[config.mk]
export PLATFORM = sky130hd
export DESIGN_NAME = pc_predict_unit
export DESIGN_NICKNAME = d
export VERILOG_FILES = /design/src/rtl/pc_predict_unit_pkg.sv /design/src/rtl/pc_predict_unit_bht_2bit.sv /design/src/rtl/pc_predict_unit.sv
export SDC_FILE = /design/constraint.sdc
export NUM_CORES = 1
export LEC_CHECK = 0
export CAP_MARGIN = 20
export CORE_MARGIN = 3
export CORE_UTILIZATION = 47
export CTS_BUF_LIST = sky130_fd_sc_hd__clkbuf_16
export CTS_CLUSTER_DIAMETER = 60
export DETAILED_ROUTE_END_ITERATION = 8
export GPL_ROUTABILITY_DRIVEN = 0
export PLACE_DENSITY = 0.79
export SYNTH_ARGS = -nofsm -noshare
export SYNTH_HDL_FRONTEND = slang
export SYNTH_SLANG_ARGS = --single-unit
[constraint.sdc]
create_clock -name clk -period 3 [get_ports clk]
set_clock_uncertainty 0.1 [all_clocks]
set_input_delay 0.6 -clock clk [delete_from_list [all_inputs] [get_ports clk]]
set_output_delay 0.6 -clock clk [all_outputs]
set_load 0.05 [all_outputs]
[src/rtl/pc_predict_unit_pkg.sv]
// Shared types and constants for the IF-stage next-PC generator and its branch history table.
package pc_predict_unit_pkg;

  localparam logic [1:0] BHT_SNT = 2'd0;
  localparam logic [1:0] BHT_WNT = 2'd1;
  localparam logic [1:0] BHT_WT  = 2'd2;
  localparam logic [1:0] BHT_ST  = 2'd3;

  localparam logic [31:0] DEFAULT_RESET_PC = 32'h0000_0000;

  typedef enum logic [2:0] {
    SRC_REDIR,
    SRC_PEND,
    SRC_JAL,
    SRC_BR,
    SRC_HOLD,
    SRC_SEQ
  } next_src_e;

  function automatic logic [1:0] bht_next(input logic [1:0] cnt, input logic taken);
    if (taken) return (cnt == BHT_ST) ? BHT_ST : cnt + 2'd1;
    else       return (cnt == BHT_SNT) ? BHT_SNT : cnt - 2'd1;
  endfunction

endpackage

[src/rtl/pc_predict_unit_bht_2bit.sv]
// Table of 2-bit saturating branch counters, indexed by PC word-address bits.
module bht_2bit
  import pc_predict_unit_pkg::*;
#(
  parameter int BHT_ENTRIES = 16,
  parameter int XLEN        = 32,
  localparam int IDX_W      = $clog2(BHT_ENTRIES)
) (
  input  logic            clk,
  input  logic            rst_n,
  input  logic [XLEN-1:0] rd_pc_i,
  output logic            pred_o,
  input  logic            upd_valid_i,
  input  logic [XLEN-1:0] upd_pc_i,
  input  logic            upd_taken_i
);

  logic [IDX_W-1:0] rd_idx;
  logic [IDX_W-1:0] upd_idx;
  logic [1:0]       cnt_q [BHT_ENTRIES];
  logic [1:0]       cnt_d [BHT_ENTRIES];
  logic             unused_pc_bits;

  assign rd_idx  = rd_pc_i[IDX_W+1:2];
  assign upd_idx = upd_pc_i[IDX_W+1:2];
  assign unused_pc_bits = ^{rd_pc_i[XLEN-1:IDX_W+2], rd_pc_i[1:0],
                            upd_pc_i[XLEN-1:IDX_W+2], upd_pc_i[1:0]};

  // Read sees the pre-update counter; no bypass from a same-cycle update.
  assign pred_o = cnt_q[rd_idx][1];

  always_comb begin
    cnt_d = cnt_q;
    if (upd_valid_i) cnt_d[upd_idx] = bht_next(cnt_q[upd_idx], upd_taken_i);
  end

  always_ff @(posedge clk or negedge rst_n) begin
    if (!rst_n) begin
      for (int i = 0; i < BHT_ENTRIES; i++) cnt_q[i] <= BHT_WNT;
    end else begin
      cnt_q <= cnt_d;
    end
  end

endmodule

[src/rtl/pc_predict_unit.sv]
// Fetch PC register with EX redirects, IF jumps, BHT prediction and a stall-time redirect buffer.
module pc_predict_unit
  import pc_predict_unit_pkg::*;
#(
  parameter int              XLEN        = 32,
  parameter logic [XLEN-1:0] RESET_PC    = XLEN'(DEFAULT_RESET_PC),
  parameter int              BHT_ENTRIES = 16
) (
  input  logic            clk,
  input  logic            rst_n,
  input  logic            stall_i,
  input  logic            if_jal_i,
  input  logic            if_branch_i,
  input  logic            if_jalr_i,
  input  logic [XLEN-1:0] if_imm_i,
  input  logic            ex_branch_i,
  input  logic            ex_taken_i,
  input  logic            ex_pred_taken_i,
  input  logic [XLEN-1:0] ex_pc_i,
  input  logic [XLEN-1:0] ex_target_i,
  input  logic            ex_jalr_i,
  input  logic [XLEN-1:0] ex_jalr_target_i,
  output logic [XLEN-1:0] pc_o,
  output logic [XLEN-1:0] pc_plus4_o,
  output logic            pred_taken_o,
  output logic            flush_o
);

  logic [XLEN-1:0] pc_q, pc_d;
  logic            pend_valid_q, pend_valid_d;
  logic [XLEN-1:0] pend_target_q, pend_target_d;
  logic            mispred, redir, bht_pred;
  logic [XLEN-1:0] fix_target, redir_target;
  next_src_e       src;

  bht_2bit #(
    .BHT_ENTRIES (BHT_ENTRIES),
    .XLEN        (XLEN)
  ) u_bht (
    .clk         (clk),
    .rst_n       (rst_n),
    .rd_pc_i     (pc_q),
    .pred_o      (bht_pred),
    .upd_valid_i (ex_branch_i),
    .upd_pc_i    (ex_pc_i),
    .upd_taken_i (ex_taken_i)
  );

  assign mispred      = ex_branch_i & (ex_taken_i != ex_pred_taken_i);
  assign fix_target   = ex_taken_i ? ex_target_i : ex_pc_i + XLEN'(4);
  assign redir        = ex_jalr_i | mispred;
  assign redir_target = ex_jalr_i ? ex_jalr_target_i : fix_target;

  assign pc_o         = pc_q;
  assign pc_plus4_o   = pc_q + XLEN'(4);
  assign pred_taken_o = if_branch_i & bht_pred;
  assign flush_o      = redir;

  always_comb begin
    src = SRC_SEQ;
    if (redir)                              src = SRC_REDIR;
    else if (pend_valid_q)                  src = SRC_PEND;
    else if (if_jal_i)                      src = SRC_JAL;
    else if (if_branch_i && pred_taken_o)   src = SRC_BR;
    else if (if_jalr_i)                     src = SRC_HOLD;

    pc_d          = pc_q;
    pend_valid_d  = pend_valid_q;
    pend_target_d = pend_target_q;

    if (stall_i) begin
      // Latest redirect seen during the stall is the one that must win.
      if (redir) begin
        pend_valid_d  = 1'b1;
        pend_target_d = redir_target;
      end
    end else begin
      pend_valid_d = 1'b0;
      case (src)
        SRC_REDIR: pc_d = redir_target;
        SRC_PEND:  pc_d = pend_target_q;
        SRC_JAL,
        SRC_BR:    pc_d = pc_q + if_imm_i;
        SRC_HOLD:  pc_d = pc_q;
        default:   pc_d = pc_plus4_o;
      endcase
    end
  end

  always_ff @(posedge clk or negedge rst_n) begin
    if (!rst_n) begin
      pc_q          <= RESET_PC;
      pend_valid_q  <= 1'b0;
      pend_target_q <= '0;
    end else begin
      pc_q          <= pc_d;
      pend_valid_q  <= pend_valid_d;
      pend_target_q <= pend_target_d;
    end
  end

endmodule

### After elaboration in Yosys (flattened, before gate mapping)

Cells that the tools add are included.

* register bits after elaboration: 97
* latch bits: 0
* memory bits (writable): 0
* ROM bits: 0
* input port bits: 138
* output and inout port bits: 66
* word-level logic and storage cells: 71
* memories kept: 0

* $add $sub $neg: 5
* multiply operators: 0
* div/mod/pow operators: 0
* $lt $le $gt $ge: 3
* eq/ne operators: 7
* shifts and indexed selects: 0
* muxes and demuxes: 23
* bitwise operators: 7
* reduce and logical (&&, ||, !) cells: 7

Operators with widths (number)
* one-hot mux 32 bit (4 select lines): 1
* adder 32 x 3 -> 32 bit (second input constant): 2
* two-way mux 32 bit: 2
* adder 32 bit: 1
* bitwise mux 32 bit: 1
* two-way mux 2 bit: 9
* binary-select mux 2 bit (select 4 bit): 2
* two-way mux 3 bit: 4
* greater-or-equal comparator 5 bit (second input constant): 2
* inverter 4 -> 5 bit: 2
* demux 2 bit (select 4 bit): 1
* == test 3 x 2 -> 1 bit (second input constant): 2
* < comparator 5 x 1 -> 1 bit (second input constant): 1
* AND reduction 2 bit: 2
* == test 3 x 1 -> 1 bit (second input constant): 1
* == test 3 bit (second input constant): 1
* zero test 3 bit: 1
* two-way mux 1 bit: 3
* adder 2 x 1 -> 2 bit (second input constant): 1
* bitwise AND 1 bit: 2
* == test 2 bit (second input constant): 1
* logical AND 1 bit: 2
* zero test 2 bit: 1
* inequality test 2 x 1 -> 1 bit (second input constant): 1
* other kinds (5): 6

### Depth between registers and ports, before layout

* depth after elaboration: 13
* depth in mapped cells: 12
* mapped depth without buffers: 11

### By module

From an unflattened synthesis, not the netlist that was laid out.

* cell total of the unflattened synthesis: 1078
* area, all modules: 8871.0 µm²

By module, submodules not included
* pc_predict_unit: instances 1, cells an instance 943, area an instance 7060.5 µm², sequential area each 1626.6 µm²
* bht_2bit: instances 1, cells an instance 135, area an instance 1810.5 µm², sequential area each 820.8 µm²

### Worst setup path after synthesis

Ideal clock, no wire load.

* path type: register to output
* start: reg pc_q[2] (netlist: pc_o[2])
* end: out pc_plus4_o[23]
* data arrival time: 3.016 ns
* required time: 2.300 ns
* setup slack: -0.716 ns
* stages on the path, launching flop included: 10
* path buffers: 4
* path through: dfrtp_1 > buf_2 > buf_4 > and4_1 > clkbuf_1 > nor4bb_1 > buf_2 > and2_1 > and3_1 > xor2_1

* word-level cells in the longest chain between the ends: 1

RTL lines
* from (decl): RTL line pc_predict_unit.sv:29 `logic [XLEN-1:0] pc_q, pc_d;`
* from (signal assigned): RTL line pc_predict_unit.sv:96 `pc_q <= pc_d;`
* adder 32 x 3 -> 32 bit: RTL line pc_predict_unit.sv:55 `assign pc_plus4_o = pc_q + XLEN'(4);`
* to (decl): RTL line pc_predict_unit.sv:24 `output logic [XLEN-1:0] pc_plus4_o,`

Every way passes these cells.

### Worst setup path after layout

* start: reg pc_q[2] (netlist: pc_o[2])
* end: out pc_plus4_o[24]

Same word-level chain as after synthesis.

==> results.md <==
- The sum of routed wire length over all layers is between 30000 and 40000 um.
- The most frequent cell on the critical path is sky130_fd_sc_hd__nand4_1.
- The cell type of the slowest stage on the worst timing path is sky130_fd_sc_hd__dfrtp_2.
- The number of failing hold endpoints at the final stage is 0.
- The largest net degree at the start of global routing is 64.
- The die area is 20260 um^2.
- The met2 track demand over resource is 0.5327.
- In the layout the commonest cells are sky130_fd_sc_hd__buf_4 (250), sky130_fd_sc_hd__clkdlybuf4s50_1 (164), sky130_fd_sc_hd__nand2_1 (112).
- Across the VDD grid, the largest voltage drop is ~0.00035 V.
- The clock root buffer master is sky130_fd_sc_hd__clkbuf_16.
- For the worst setup path, the data arrival time is roughly 2400 ps.
- The worst setup path is of the register to primary output kind.
- The worst register-to-register path ends at pc_o[30].
- The placeable core area is approximately 18000 um^2.
- The synthesized net count is between 1000 and 1500.
- For this design, the sink count on the clock tree is between 90 and 100.
- The total negative slack is -148.4 ps.
- The share of post-route cells with drive strength above 1 is 0.3138.
- The average wire length per cell after detail routing is around 21 um.
- The routed via count divided by cell count is approximately 6.3.
- The met1 capacity usage during global routing is 0.4426.
- The synthesized design contains 0 enable-type register cells.
- The delay of the slowest cell on the worst path is 400 ps.
- The final number of setup-violating endpoints is 4.
- The length of the first detailed-routing pass in iterations is 8.
- The post-route non-filler standard cell count is 1695.
- For this run, the total global-route usage over all layers was measured as 0.3301.
- The synthesized netlist cell count is roughly 1100.
- The signed area change from the synthesized netlist to the final layout is 57.74%.
- In this run the worst path has a maximum fanout of 4.
- The finished cells cover around 14000 um^2.
- For this run, the leading register cell type out of synthesis is sky130_fd_sc_hd__dfrtp_1.
- The checks that failed: setup timing.
- Subtracting the final worst setup slack from the clock period gives 3057 ps.
- Timing would allow up to roughly 0.33 GHz.
- Global routing finished with a remaining overflow of 0.
- The first-iteration detailed-routing DRC count is 1460.
- The worst setup path is captured at a primary output.
- The number of slew-limit violations in the final report is 0.
- The reg-to-reg critical path startpoint is pc_o[2].
- Of the available clock period, the critical path in the final layout requires 1.019.
- The maximum buffer depth of the clock tree is 2.
- Summing all placed instances gives a cell area of ~13000 um^2.
- The worst setup slack after layout is -56.77 ps.
- The number of global-route vias before repair is 10218.
- The number of buffers inserted during clock tree synthesis is 9.
- After global routing, the most crowded layer is met2.
- The initial antenna violation count is 1.
- Input and output buffers added on the ports amount to 203.
- STA classifies the critical path startpoint as a register.
- The leading cell type in the layout, fill and taps excluded is sky130_fd_sc_hd__buf_4.
- The worst slew margin relative to its limit is 0.5948.
- The via count is 10740.
- The clock-pin transition on the worst setup and hold timing paths is 80 ps.
- The end-of-flow core utilization is 0.7618.
- The tightest min-delay check is of the primary input to async pin type.
- The signal on the critical path passes through ha_2, nand4_1, nor4_4, and2_4, buf_4, nand4_1, xnor2_4, buf_12.
- The level count of the clock H-tree is 3.
- Summed over all cells, the static leakage comes to approximately 5.9 nW.
- The die extent in y is 142.3 um.
- The number of design rule violations left after detail routing is 0.
- The tool flagged a number of max-cap violations equal to 0.
- Counting flops with an async set or reset pin after synthesis yields a share of 1.000.
- The cell area after technology mapping is between 8000 and 9000 um^2.
- After the last flow step, the layout net total stands at between 1500 and 2000.
- Synthesis inferred 97 register bits.
- Counting tap cells, the placed design contains a total of approximately 1600 instances.
- The mean cell area of the mapped netlist is approximately 8.2 um^2.
- The remaining antenna violation count is 0.
- Yosys printed 0 warnings.
- In the global route stage, met3 resource usage came out at 0.07124.
- The number of antenna diodes is 0.
- The placed wire-length estimate after detailed placement is between 20000 and 30000 um.
- The cell row count is just under 50.
- The length in cells of the worst reg-to-reg path is 12.
- The slew at the pin closest to its max-slew limit is between 600 and 700 ps.
- Setup repair after global routing could not meet its margin everywhere.
- The initial utilization of the core area, before any placement, comes to 0.4829.
- The flow ran to the end, but the final reports show violations.
- Pin placement for this block handled 204 I/O pins.
- The count of distinct cell types in the synthesized netlist is 75.
- The power per unit of standard cell area is 578.3 nW/um^2.
- The die span in x is 142.3 um.
- The clock tree from TritonCTS is built.
- For the worst setup path, the data required time is 2300 ps.
- The fraction of the yosys area taken by sequential cells is 0.2802.
- The first global-routing pass estimated 53680 um of wire.
- In this run the register-to-register setup slack is 30 ps.
- The later pin in the worst-skew pair is clocked with a latency of about 360 ps.
- The worst hold slack is approximately 120 ps.
[cell families after synthesis]
kind of cell | synth area share
AO/OA/AOI/OAI | 0.2335
XOR/XNOR | 0.06819
adder cells (fa/ha/maj) | 0.05644
buffers and inverters | 0.04784
flip-flops | 0.2802
multiplexers | 0.1016
AND/OR/NAND/NOR | 0.2123
[worst max-delay path: cells and delay by family, from the launching register on]
kind / cells / cell delay (ps)
adders and majority gates: 1 / 200
DFF: 1 / 400
buffers and inverters: 2 / 290
xor gates and xnor gates: 1 / 250
and+or+nand+nor: 4 / 870
[through the flow]
| stage | power (mW) | worst slack [ps] |
|---|---|---|
| after CTS | 7.663 | -25.85 |
| after detailed placement | 6.348 | -822.1 |
| final | 7.967 | -56.77 |
| after global placement | 6.222 | -605.2 |
| after global routing | 8.297 | -146.1 |
| after floorplan | 4.462 | -56.96 |
[worst max path at each step]
| stage | start | end | slack, ps | cells after the start |
|---|---|---|---|---|
| 6_report | pc_o[2] | pc_plus4_o[24] | -60 | 8 |
| 5_1_grt | ex_pc_i[3] | pc_o[28] | -150 | 12 |
| 4_1_cts | pc_o[2] | pc_plus4_o[24] | -30 | 8 |
| 3_5_place_dp | if_imm_i[0] | pc_o[28] | -820 | 12 |
| 3_3_place_gp | if_imm_i[0] | pc_o[28] | -610 | 12 |
| 2_1_floorplan | pc_o[2] | pc_plus4_o[23] | -60 | 9 |
[per-layer routing]
layer	wire, um	vias to the layer above
met3	4190	190
li1	-	4775
met1	13530	4923
met2	16520	850
met5	13	-
met4	1513	2
[cells in the mapped netlist (10+ instances only)]
library cell | instances | area share
sky130_fd_sc_hd__and3_1 | 11 | 0.0079
sky130_fd_sc_hd__mux2_2 | 41 | 0.053
sky130_fd_sc_hd__nand2_1 | 114 | 0.049
sky130_fd_sc_hd__nor2_1 | 78 | 0.034
sky130_fd_sc_hd__buf_2 | 16 | 0.0092
sky130_fd_sc_hd__o22ai_1 | 14 | 0.010
sky130_fd_sc_hd__a21o_1 | 14 | 0.012
sky130_fd_sc_hd__mux4_2 | 10 | 0.026
sky130_fd_sc_hd__a21oi_1 | 64 | 0.037
sky130_fd_sc_hd__mux2i_1 | 20 | 0.023
sky130_fd_sc_hd__nor3_1 | 25 | 0.014
sky130_fd_sc_hd__nand4_1 | 31 | 0.022
sky130_fd_sc_hd__a31oi_1 | 20 | 0.014
sky130_fd_sc_hd__nor2b_1 | 10 | 0.0072
sky130_fd_sc_hd__xor2_1 | 28 | 0.028
sky130_fd_sc_hd__inv_1 | 30 | 0.013
sky130_fd_sc_hd__dfrtp_1 | 81 | 0.23
sky130_fd_sc_hd__a211oi_1 | 14 | 0.012
sky130_fd_sc_hd__ha_1 | 36 | 0.052
sky130_fd_sc_hd__o211ai_1 | 14 | 0.012
sky130_fd_sc_hd__clkbuf_1 | 40 | 0.017
sky130_fd_sc_hd__nand3_1 | 54 | 0.031
sky130_fd_sc_hd__dfstp_2 | 16 | 0.048
sky130_fd_sc_hd__nor4_1 | 11 | 0.0079
sky130_fd_sc_hd__xnor2_1 | 40 | 0.040
sky130_fd_sc_hd__o21ai_0 | 77 | 0.044
[what timing repair did]
action | 4_1_cts | 5_1_grt
setup buffers | 26 | 16
gates resized for setup | 33 | 52
setup endpoints to repair | 26 | 50
cloned | 0 | 1
hold buffers | 0 | 0
pin swaps | 18 | 20
[state kept, by name, summed over array words and instances (netlist names)]
register       flops
pend_valid_q       1
pc_o              32
pend_target_q     32
u_bht.cnt_q       32
[power breakdown]
| part | leakage (nW) | internal, mW | switching [mW] |
|---|---|---|---|
| combinational | 4.64 | 2.18 | 2.62 |
| clock | 0.142 | 0.587 | 0.587 |
| sequential | 1.16 | 1.69 | 0.302 |
[final cells by class]
cell class / count / area [um^2]
clock buffer: 9 / 225.2
clock inverter: 7 / 75.07
fill: 1176 / 4308
inverter: 32 / 120.1
multi-input combinational: 866 / 6424
sequential: 97 / 2457
tap: 229 / 286.5
timing repair buffer: 455 / 4190
Note: power is estimated with default switching activity, not from simulation.
